[config.mk]
export PLATFORM = sky130hd
export DESIGN_NAME = fsm_detect_sched
export DESIGN_NICKNAME = d
export VERILOG_FILES = /design/src/rtl/fsm_detect_sched.sv
export SDC_FILE = /design/constraint.sdc
export NUM_CORES = 1
export LEC_CHECK = 0
export CELL_PAD_IN_SITES_DETAIL_PLACEMENT = 0
export CELL_PAD_IN_SITES_GLOBAL_PLACEMENT = 1
export CORE_ASPECT_RATIO = 1.75
export CORE_UTILIZATION = 41
export DETAILED_ROUTE_END_ITERATION = 7
export PLACE_DENSITY = 0.91
export RECOVER_POWER = 50
export SYNTH_ARGS = -nofsm -noshare
export SYNTH_HDL_FRONTEND = slang
export SYNTH_SLANG_ARGS = --single-unit
[constraint.sdc]
create_clock -name clk -period 3.25 [get_ports clk]
set_input_delay 0.65 -clock clk [delete_from_list [all_inputs] [get_ports clk]]
set_output_delay 0.65 -clock clk [all_outputs]
set_load 0.02 [all_outputs]
[src/rtl/fsm_detect_sched.sv]
// Round-robin time-shared "RUN_LEN consecutive ones" detector for NCH serial bit streams.
// Optional per-channel saturating hit counters with a read port when FSM_DETECT_SCHED_HITCNT_EN is defined.
module fsm_detect_sched #(
  parameter int NCH     = 4,
  parameter int RUN_LEN = 2,
  parameter int CW      = 2
) (
  input  logic           clk,
  input  logic           reset,
  input  logic [NCH-1:0] in_valid,
  input  logic [NCH-1:0] in_bit,
  output logic [NCH-1:0] in_ready,
  input  logic [NCH-1:0] clr,
  output logic           out_valid,
  input  logic           out_ready,
  output logic [CW-1:0]  out_ch,
  output logic           out_hit
`ifdef FSM_DETECT_SCHED_HITCNT_EN
  ,
  input  logic [CW-1:0]  rd_ch,
  output logic [7:0]     rd_cnt
`endif
);

  localparam int CNTW = 4;

  typedef enum logic [1:0] {
    IDLE   = 2'd0,
    ACTIVE = 2'd1,
    STALL  = 2'd2
  } state_t;

  state_t             state_r;
  logic [CW-1:0]      rr_r;
  logic [CNTW-1:0]    cnt_r [NCH];
  logic               out_valid_r;
  logic [CW-1:0]      out_ch_r;
  logic               out_hit_r;

  logic               grant_en_s;
  logic               gnt_found_s;
  logic [CW-1:0]      gnt_idx_s;
  logic               grant_s;
  logic [NCH-1:0]     in_ready_s;
  logic [CNTW-1:0]    base_cnt_s;
  logic               gnt_bit_s;
  logic               hit_s;
  logic [CNTW-1:0]    nxt_cnt_s;
  logic [CW-1:0]      rr_nxt_s;

  // Round-robin search from rr; a stalled result blocks grants unless it drains this cycle
  always_comb begin
    grant_en_s  = (state_r == IDLE) || out_ready;
    gnt_found_s = 1'b0;
    gnt_idx_s   = '0;
    for (int k = 0; k < NCH; k++) begin
      if (!gnt_found_s && in_valid[(int'(rr_r) + k) % NCH]) begin
        gnt_found_s = 1'b1;
        gnt_idx_s   = CW'((int'(rr_r) + k) % NCH);
      end else begin
        gnt_found_s = gnt_found_s;
      end
    end
    in_ready_s = '0;
    if (grant_en_s && gnt_found_s && !reset) begin
      in_ready_s[gnt_idx_s] = 1'b1;
    end else begin
      in_ready_s = '0;
    end
    grant_s = |in_ready_s;
    if (gnt_idx_s == CW'(NCH - 1)) begin
      rr_nxt_s = '0;
    end else begin
      rr_nxt_s = gnt_idx_s + CW'(1);
    end
  end

  // Shared detector step; a same-cycle clear makes the bit see an empty context
  always_comb begin
    gnt_bit_s = in_bit[gnt_idx_s];
    if (clr[gnt_idx_s]) begin
      base_cnt_s = '0;
    end else begin
      base_cnt_s = cnt_r[gnt_idx_s];
    end
    if (!gnt_bit_s) begin
      hit_s     = 1'b0;
      nxt_cnt_s = '0;
    end else if (base_cnt_s == CNTW'(RUN_LEN - 1)) begin
      hit_s     = 1'b1;
      nxt_cnt_s = '0;
    end else begin
      hit_s     = 1'b0;
      nxt_cnt_s = base_cnt_s + CNTW'(1);
    end
  end

  // Output FSM, result register and round-robin pointer
  always_ff @(posedge clk or posedge reset) begin
    if (reset) begin
      state_r     <= IDLE;
      out_valid_r <= 1'b0;
      out_ch_r    <= '0;
      out_hit_r   <= 1'b0;
      rr_r        <= '0;
    end else begin
      case (state_r)
        IDLE: begin
          if (grant_s) begin
            state_r     <= ACTIVE;
            out_valid_r <= 1'b1;
          end else begin
            state_r     <= IDLE;
            out_valid_r <= 1'b0;
          end
        end
        ACTIVE, STALL: begin
          if (out_ready && grant_s) begin
            state_r     <= ACTIVE;
            out_valid_r <= 1'b1;
          end else if (out_ready) begin
            state_r     <= IDLE;
            out_valid_r <= 1'b0;
          end else begin
            state_r     <= STALL;
            out_valid_r <= 1'b1;
          end
        end
        default: begin
          state_r     <= IDLE;
          out_valid_r <= 1'b0;
        end
      endcase
      if (grant_s) begin
        out_ch_r  <= gnt_idx_s;
        out_hit_r <= hit_s;
        rr_r      <= rr_nxt_s;
      end else begin
        out_ch_r  <= out_ch_r;
        out_hit_r <= out_hit_r;
        rr_r      <= rr_r;
      end
    end
  end

  // Per-channel run contexts: write-back of the granted channel, otherwise clear or hold
  always_ff @(posedge clk or posedge reset) begin
    if (reset) begin
      for (int i = 0; i < NCH; i++) cnt_r[i] <= '0;
    end else begin
      for (int i = 0; i < NCH; i++) begin
        if (grant_s && (gnt_idx_s == CW'(i))) begin
          cnt_r[i] <= nxt_cnt_s;
        end else if (clr[i]) begin
          cnt_r[i] <= '0;
        end else begin
          cnt_r[i] <= cnt_r[i];
        end
      end
    end
  end

  assign in_ready  = in_ready_s;
  assign out_valid = out_valid_r;
  assign out_ch    = out_ch_r;
  assign out_hit   = out_hit_r;

`ifdef FSM_DETECT_SCHED_HITCNT_EN
  logic [7:0] hcnt_r [NCH];

  // Saturating hit counters, loaded on the same edge as the hit result
  always_ff @(posedge clk or posedge reset) begin
    if (reset) begin
      for (int i = 0; i < NCH; i++) hcnt_r[i] <= '0;
    end else begin
      for (int i = 0; i < NCH; i++) begin
        if (clr[i]) begin
          hcnt_r[i] <= '0;
        end else if (grant_s && hit_s && (gnt_idx_s == CW'(i)) && (hcnt_r[i] != 8'd255)) begin
          hcnt_r[i] <= hcnt_r[i] + 8'd1;
        end else begin
          hcnt_r[i] <= hcnt_r[i];
        end
      end
    end
  end

  // Counter read mux; out-of-range channels read as zero
  always_comb begin
    if (int'(rd_ch) < NCH) begin
      rd_cnt = hcnt_r[rd_ch];
    end else begin
      rd_cnt = 8'd0;
    end
  end
`endif

endmodule
---- Word level (Yosys, flattened, before mapping) ----
Index checks and enable logic that the tools add are counted.
storage, ports and cells
  output and inout bits ................... 8
  input bits .............................. 15
  flip-flop bits (word level) ............. 24
  word-level logic and storage cells ...... 109
operators by class
  order comparisons ....................... 7
  add/subtract/negate cells ............... 5
  equal/unequal tests ..................... 6
  mux-type cells .......................... 51
  reduce and logical (&&, ||, !) cells .... 27
  bitwise logic cells ..................... 4
operator list
  kind                   count
  $mux W4                14
  $mux W1                20
  $mux W2                7
  $bmux W1 S2            6
  $lt A3 B4 Y1 const B   3
  $logic_and A1 B1 Y1    11
  $bmux W4 S2            1
  $reduce_bool A2 Y1     4
  $reduce_or A2 Y1       4
  $eq A2 B2 Y1 const B   3
  $lt A2 B3 Y1 const B   2
  $add A2 B1 Y2 const B  2
  $add A2 B2 Y2 const B  2
  $add A4 B1 Y4 const B  1
  $eq A2 B1 Y1 const B   2
  $eq A4 B1 Y1 const B   1
  $logic_not A1 Y1       4
  $logic_not A2 Y1       2
  $pmux W2 S2            1
  $reduce_or A4 Y1       1
  $and A1 B1 Y1 const A  3
  $ge A3 B3 Y1 const B   1
  $not A2 Y3             1
  $demux W1 S2           1
  other kinds (3)        3

---- Depth between registers and ports, before layout ----
Gate-level depths: netlist (run 1).
  depth in word-level cells ............... 23
  depth in mapped cells ................... 15
  mapped depth without buffers ............ 14

---- Worst setup path after synthesis (run 1) ----
OpenSTA, ideal clock, no wires.
  kind .................................... input port to flip-flop
  start point ............................. in in_valid[2]
  end point ............................... reg out_valid_r (netlist: out_valid)
  cell stages on the path ................. 9
  data arrival time ....................... 3041 ps
  setup slack ............................. 82 ps
  path buffers ............................ 1
  required time ........................... 3123 ps
  path through ............................ inv_1 -> o22ai_1 -> a211oi_2 -> buf_4 -> inv_1 -> ha_1 -> o41ai_1 -> nor3_1 -> or2_2
on the way
  word-level cells in the longest chain between the ends .. 21
  elaborated cells between the ends (all ways) .. 38
RTL lines
  element                                    line  source
  start: declaration                         10    input logic [NCH-1:0] in_valid,
  $bmux W1 S2                                57    if (!gnt_found_s && in_valid[(int'(rr_r) + k) % NCH]) begin
  $mux W1 (implied by the code)              57
  $mux W1                                    57
  $logic_not A1 Y1                           57
  $logic_and A1 B1 Y1                        57
  $mux W1                                    57
  $logic_not A1 Y1                           57
  $logic_and A1 B1 Y1                        57
  (+4 left out)                              -
  net gnt_idx_s[0]                           42    logic [CW-1:0] gnt_idx_s;
  (+1 left out)                              -
  $logic_and A1 B1 Y1 (implied by the code)  66    in_ready_s[gnt_idx_s] = 1'b1;
  $mux W1 (implied by the code)              66
  $demux W1 S2 (*)                           66
  $mux W4 (*)                                65    if (grant_en_s && gnt_found_s && !reset) begin
  $reduce_or A4 Y1 (*)                       70    grant_s = |in_ready_s;
  $logic_and A1 B1 Y1                        118   if (out_ready && grant_s) begin
  $mux W1                                    118
  $pmux W1 S2 (*)                            107   case (state_r)
  end signal: assignment                     111   out_valid_r <= 1'b1;
  end signal: assignment                     120   out_valid_r <= 1'b1;
  end signal: assignment                     123   out_valid_r <= 1'b0;
  end: declaration                           36    logic out_valid_r;
Mark *: on every way through the listed nets, which the timed path passes. The rest lies on a longest branch. The select of a mux whose other input is x is not followed.
A chain may end at the register's enable or synchronous reset.

---- Final worst setup path (run 1) ----
  start point ............................. in in_valid[1]
  end point ............................... reg cnt_r[6] (netlist name)
on the way
  word-level cells in the longest chain between the ends .. 21
  elaborated cells between the ends (all ways) .. 51
RTL lines
  element                                        line    source
  $bmux W1 S2                                    57
  $mux W1 (implied by the code)                  57
  $mux W1                                        57
  $logic_not A1 Y1                               57
  $logic_and A1 B1 Y1                            57
  $mux W1                                        57
  $logic_not A1 Y1                               57
  $logic_and A1 B1 Y1                            57
  (+4 left out)                                  -
  net gnt_idx_s[1]                               42
  $not A2 Y3 (implied by the code)               84      base_cnt_s = cnt_r[gnt_idx_s];
  $bmux W4 S2                                    84
  $mux W4 (implied by the code) (2 in a row)     84
  $mux W4                                        81      if (clr[gnt_idx_s]) begin
  $add A4 B1 Y4 or $eq A4 B1 Y1 (tied branches)  94, 89
  $mux W4                                        89      end else if (base_cnt_s == CNTW'(RUN_LEN - 1)) begin
  $mux W4                                        86      if (!gnt_bit_s) begin
  $mux W4                                        152     if (grant_s && (gnt_idx_s == CW'(i))) begin
  end signal: indexed assignment                 153     cnt_r[i] <= nxt_cnt_s;
  end signal: indexed assignment                 157     cnt_r[i] <= cnt_r[i];
  end: declaration                               35      logic [CNTW-1:0] cnt_r [NCH];
Marks and branches as above.

==> summary.md, run 1 <==
| Metric | Value |
|---|---|
| Worst slack, placed | `-0.316 ns` |
| Total grt overflow | `0` |
| Synth warnings | `0` |
| Diode count | `0` |
| Yosys reg bits | `24` |
| Total of max-cap violations | `0` |
| Worst-Skew Late Latency | `about 0.27 ns` |
| Pins Over Slew Limit | `0` |
| Vias/cell | `5.49` |
| Internal power | `0.925 mW` |
| Detailed Route WL | `3880 microns` |
| H-tree depth | `1` |
| GRT Util Overall | `approximately 22%` |
| Most common cell after layout, fill and taps aside | `buf_4` |
| Largest area contributor in the netlist | `dfrtp_1` |
| Switching fraction of total power | `38.1%` |
| CTS tree | `built` |
| Largest cells by area after synthesis | `dfrtp_1 41%, nand3b_1 7.7%, ha_1 6.8%` |
| Register area share after synthesis | `41.0%` |
| Minimum clock period after layout | `3.18 ns` |
| Fin. Hold Viols | `0` |
| Area Overhead vs Synth | `41.6%` |
| Leak Pwr | `between 0.9 and 1 nW` |
| Post-CTS Hold Buffers | `0` |
| Mapped Area | `1470 sq um` |
| Slew of the pin with the lowest slew margin | `0.917 ns` |
| Final setup viols | `0` |
| Site row count | `28` |
| CP arrival | `3.38 ns` |
| Port Buffers | `22` |
| Initial detailed-routing violation count | `52` |
| Core ar. | `3400 sq um` |
| Worst Path Max Fanout | `7` |
| CTS root buf | `clkbuf_8` |
| Placed Area | `1900 sq um` |
| Placed insts | `238` |
| PwrDens | `719 nW/um^2` |
| Average size of a mapped cell | `~9.8 sq um` |
| DRC | `0` |
| Clock sinks | `24` |
| Die X | `around 47 microns` |
| CP Class | `in -> reg` |
| Required @ worst endpoint | `3.45 ns` |
| CTS clock-pin slew for the worst setup and hold paths | `around 0.090 ns` |
| Die ar. | `about 3800 sq um` |
| Net Switching | `approximately 0.57 mW` |
| Gate power share | `between 50% and 60%` |
| Largest net degree at the start of global routing | `25` |
| Vias | `1357` |
| Path type of the worst min-delay path | `reg -> reg` |
| Max VDD drop | `0.400 mV` |
| Number of routed nets with antenna violations | `0` |
| HPWL after DPL | `2880 microns` |
| Chip Height | `between 80 and 90 microns` |
| Highest clock rate | `0.314 GHz` |
| Fin cells | `247` |
| Library cells used by synthesis | `34` |
| Layout cell share with drive strength beyond 1 | `30.7%` |
| WL/cell | `around 16 microns` |
| GPL Wtd Cong | `0.884` |
| DR pass1 iterations | `4` |
| Design area | `2080 sq um` |
| Sequential power share | `a little over a quarter` |
| Startpoint types | `input port` |
| Final WS setup | `0.0695 ns` |
| Clock tree buffer depth | `2` |
| Clk_skew | `0.00421 ns` |
| First-pass GRT wire length | `6180 microns` |
| Clock Power Share | `17.7%` |
| Most frequent cells in the layout | `26 x buf_4, 24 x dfrtp_1, 15 x inv_1, 15 x nand3b_1, 14 x nand2_1` |
| Period utilisation layout | `a little over nine tenths` |
| Synthesized instance count | `150` |
| Vias in the first global route | `1404` |
| TritonCTS buffer count | `3` |
| R2r setup slk | `0.46 ns` |
| Nets | `226` |
| Post-synth top area share | `41.0%` |
| Initial antenna violation count | `0` |
| Effective utilization at floorplan | `43.2%` |
| Mapped Nets | `173` |
| Slew headroom | `38.8%` |
| Top Ports | `23` |
| Outcome | `finished clean` |
| CP Capture Type | `flip-flop` |
## flip-flops by register name, indices dropped and copies added (netlist names)
signal	count
rr_r	2
out_valid	1
out_ch	2
out_hit	1
state_r	2
cnt_r	16
## worst max-delay path, stage by stage
cell and delay (ns):
clkdlybuf4s50_1 0.49, inv_1 0.07, a311oi_2 0.28, or2_4 0.23, inv_6 0.06, mux2i_1 0.24
mux2i_4 0.15, nor2_4 0.13, ha_2 0.19, inv_1 0.05, o21a_1 0.10, or4b_4 0.59
o21ai_2 0.14
## cell families after synthesis
logic type	Yosys count	share of synthesized area, %
AO/OA/AOI/OAI	35	15.4
adder cells (fa/ha/maj)	8	6.83
multiplexers	15	11.7
buffers and inverters	19	5.97
AND/OR/NAND/NOR	49	19.2
flip-flops	24	41.0
## per-layer routing
metal  vias to the layer above  part of all wire [%]  global-route usage, %
li1                        639                     -                      -
met1                       656                    37                   24.1
met2                        52                    56                   42.4
met3                        10                   3.8                   2.22
met4                         0                   2.8                   7.71
met5                         -                     0                      0
## per-stage QoR
step                util, %  setup TNS (ns)  power (mW)  hold WS [ns]
floorplan                 -               0       0.826         0.477
global placement       55.8           -3.39        1.11         0.459
detailed placement     55.8           -5.01        1.13         0.473
CTS                    58.0               0        1.40         0.493
global route           61.1         -0.0633        1.59         0.522
finish                 61.1               0        1.49         0.489
## cell type report
| type | count | area, sq um |
|---|---|---|
| fillers | 295 | 1320 |
| inverters | 17 | 68.8 |
| multi-input cells | 107 | 857 |
| clock inverters | 1 | 30.0 |
| well taps | 45 | 56.3 |
| clock buffers | 3 | 41.3 |
| flip-flops and latches | 24 | 601 |
| repair buffers | 50 | 423 |
## power groups by stage
| stage | logic, mW | registers [mW] | clock network, mW |
|---|---|---|---|
| 2_1_floorplan | 0.405 | 0.421 | 0 |
| 3_3_place_gp | 0.704 | 0.403 | 0 |
| 3_5_place_dp | 0.720 | 0.408 | 0 |
| 4_1_cts | 0.729 | 0.402 | 0.267 |
| 5_1_grt | 0.899 | 0.414 | 0.281 |
| 6_report | 0.823 | 0.407 | 0.264 |
## final timing paths
path	to	from	cells after the start
worst max-delay path	cnt_r[6]	in_valid[1]	13
worst min-delay path	out_ch[1]	out_ch[1]	2
worst max register to register	cnt_r[6]	rr_r[0]	12
worst min register to register	out_ch[1]	out_ch[1]	2
max in group asynchronous	cnt_r[5]	reset	2
min in group asynchronous	rr_r[1]	reset	2
## cell usage after synthesis
| master | instances |
|---|---|
| o41ai_1 | 2 |
| buf_4 | 1 |
| a211o_1 | 2 |
| nor2_1 | 5 |
| a311oi_2 | 1 |
| o21ai_1 | 8 |
| nand2_1 | 14 |
| mux2_2 | 4 |
| or3_1 | 1 |
| o22ai_1 | 1 |
| a311oi_1 | 1 |
| nor2b_1 | 1 |
| or4b_4 | 1 |
| or2_1 | 2 |
| inv_1 | 16 |
| inv_6 | 1 |
| o31ai_1 | 1 |
| nor3_1 | 5 |
| nor3b_1 | 2 |
| a211oi_2 | 1 |
| dfrtp_1 | 24 |
| a21oi_1 | 3 |
| o211ai_1 | 2 |
| nand2b_1 | 2 |
| mux4_2 | 1 |
| buf_6 | 1 |
| mux2i_1 | 9 |
| or2_2 | 1 |
| nand3b_1 | 15 |
| o21ai_0 | 11 |
| o21a_1 | 1 |
| ha_1 | 8 |
| a211oi_1 | 1 |
| mux2i_2 | 1 |
## repair_timing
action,in CTS,in global routing
buffers inserted,0,4
gates cloned,0,1
setup endpoints to repair,13,15
resized for setup,6,30
pin swaps,0,13
Note: power is estimated with default switching activity, not from simulation.
==> run 2: changes to the inputs <==
==> constraint.sdc (replaced) <==
create_clock -name clk -period 3 [get_ports clk]
set_input_delay 0.6 -clock clk [delete_from_list [all_inputs] [get_ports clk]]
set_output_delay 0.6 -clock clk [all_outputs]
set_load 0.02 [all_outputs]
==> summary.md, run 2 (synthesis results as in run 1) <==
| Metric | Value |
|---|---|
| Reg2reg path depth | `12` |
| Slew headroom | `36.8%` |
| CP arrival | `3.15 ns` |
| Detailed Route WL | `about 4500 microns` |
| CP peak stage delay | `roughly 0.59 ns` |
| Max VDD drop | `0.492 mV` |
| Largest net degree at the start of global routing | `25` |
| HPWL after DPL | `3080 microns` |
| Worst slack, placed | `-0.545 ns` |
| Reg2reg end | `cnt_r[10]` |
| Vias | `1398` |
| Initial detailed-routing violation count | `27` |
| Metal3 WL | `160 microns` |
| H-tree depth | `1` |
| Max reg flops | `16` |
| Slew of the pin with the lowest slew margin | `0.947 ns` |
| Critical path cell sequence | `dlygate4sd2_1 -> o22ai_2 -> a211oi_2 -> buf_4 -> mux2i_1 -> mux2_4 -> nor2_4 -> ha_4 -> inv_1 -> o21a_1 -> or4b_4 -> o21ai_2` |
| Slowest CP cell | `or4b_4` |
| Diode count | `0` |
| CTS root buf | `clkbuf_8` |
| Vias in the first global route | `approximately 1.5k` |
| Final WS setup | `0.0586 ns` |
| Most common cell after layout, fill and taps aside | `buf_4` |
| Hold Crit Endpoint | `out_ch[0]` |
| Worst hold stages | `2` |
| FF-to-FF Start | `rr_r[0]` |
| FF+latch area | `around 600 sq um` |
| Worst Path Max Fanout | `4` |
| Initial antenna violation count | `0` |
| Chip Height | `81.1 microns` |
| Filler Cell Count | `slightly below 300` |
| Path type of the worst min-delay path | `reg -> reg` |
| Top Ports | `23` |
| Worst-Skew Late Latency | `0.28 ns` |
| Fin. Hold Viols | `0` |
| Post-Route Setup TNS | `0 ns` |
| Effective utilization at floorplan | `43.2%` |
| DR pass1 iterations | `4` |
| Most frequent cells in the layout | `37 x buf_4, 24 x dfrtp_1, 15 x nand3b_1, 14 x nand2_1, 12 x inv_1` |
| Core ar. | `around 3400 sq um` |
| Total grt overflow | `0` |
| Vias/cell | `5.42` |
| Minimum clock period after layout | `2.94 ns` |
| Required @ worst endpoint | `3.21 ns` |
| Period utilisation layout | `between 90 and 100%` |
| Clock tree buffer depth | `2` |
| Number of routed nets with antenna violations | `0` |
| GPL Wtd Cong | `0.906` |
| Total of max-cap violations | `0` |
| Max layer used | `met4` |
| Design area | `2200 sq um` |
| First-pass GRT wire length | `6730 microns` |
| CTS clock-pin slew for the worst setup and hold paths | `0.09 ns` |
| GRT Util Overall | `25.6%` |
| Crit-path leading delay family | `simple AND/OR/NAND/NOR gates` |
| Clk_skew | `0.00649 ns` |
| Routed length on met1 | `1510 microns` |
| WL/cell | `17.3 microns` |
| Area of the multi-input gates | `around 920 sq um` |
| Die X | `~47 microns` |
| Outcome | `finished clean` |
| Critical path depth | `12` |
| CP Capture Type | `flip-flop` |
| Nets | `237` |
| Die ar. | `3830 sq um` |
| Leak Pwr | `1.01 nW` |
| TritonCTS buffer count | `3` |
| Site row count | `28` |
| Clock sinks | `24` |
| Highest clock rate | `0.340 GHz` |
| CTS tree | `built` |
| PwrDens | `759 nW/um^2` |
| Placed Area | `roughly 2000 sq um` |
| Placed insts | `247` |
| Crit path buffers/inverters | `3` |
| Port Buffers | `22` |
| Final setup viols | `0` |
| Area Overhead vs Synth | `50.1%` |
| WL met2 | `between 2000 and 3000 microns` |
| Layout cell share with drive strength beyond 1 | `approximately 39%` |
| Min-delay src | `out_ch[0]` |
| Startpoint types | `input port` |
| DRC | `0` |
| CP Class | `in -> reg` |
| Largest Register | `cnt_r` |
| Pins Over Slew Limit | `0` |
| Fin cells | `~260` |
| R2r setup slk | `0.06 ns` |
## run 2: cell types whose count changed in the layout (fill, tap and decap cells not counted), sizes merged
cell,delta
clkdlybuf4s15,+3
buf,+13
bufinv,-1
dlygate4sd3,+3
dlymetal6s2s,-3
clkdlybuf4s50,-4
## run 2: cell type report
cell class,count,area share (%)
flip-flops and latches,24,27.3
repair buffers,61,22.8
inverters,17,3.24
multi-input cells,107,41.6
well taps,45,2.56
clock buffers,4,2.50
## run 2: timing repair
| item | 4_1_cts | 5_1_grt |
|---|---|---|
| setup buffers | 4 | 2 |
| hold buffers | 0 | 0 |
| cloned | 1 | 0 |
| gates resized for setup | 39 | 19 |
| setup endpoints to repair | 16 | 15 |
| pin swaps | 9 | 7 |
## run 2: per-layer routing
metal / up-vias / GRT usage, %
li1: 655 / -
met1: 674 / 25.0
met2: 51 / 47.2
met3: 18 / 2.67
met4: 0 / 16.3
met5: - / 0
## run 2: worst reg2reg max path: cells and delay by family, from the launching register on
family / cells / cell delay (ns)
compound gates: 4 / 0.64
fa+ha+maj: 1 / 0.16
buf+inv: 2 / 0.26
flops: 1 / 0.45
mux: 2 / 0.38
simple gates: 3 / 0.96
## run 2: worst max path at each step
stage,startpoint,end,slack [ns]
after floorplan,in_valid[2],cnt_r[6],0.06
after global placement,in_valid[2],cnt_r[2],-0.46
after detailed placement,in_valid[0],cnt_r[6],-0.54
after CTS,in_valid[2],cnt_r[0],0.05
after global routing,in_valid[1],cnt_r[10],-0.02
final,in_valid[3],cnt_r[10],0.06
## run 2: metrics by stage
stage | total power, mW | utilization [%] | hold WS, ns
after floorplan | 0.903 | - | 0.477
after global placement | 1.25 | 58.0 | 0.461
after detailed placement | 1.27 | 58.0 | 0.467
after CTS | 1.61 | 63.1 | 0.486
after global routing | 1.76 | 64.8 | 0.503
final | 1.67 | 64.8 | 0.476
## run 2: power by group
part / internal [mW] / switching (mW)
registers: 0.391 / 0.0476
logic: 0.499 / 0.504
clock network: 0.118 / 0.112
total: 1.01 / 0.663
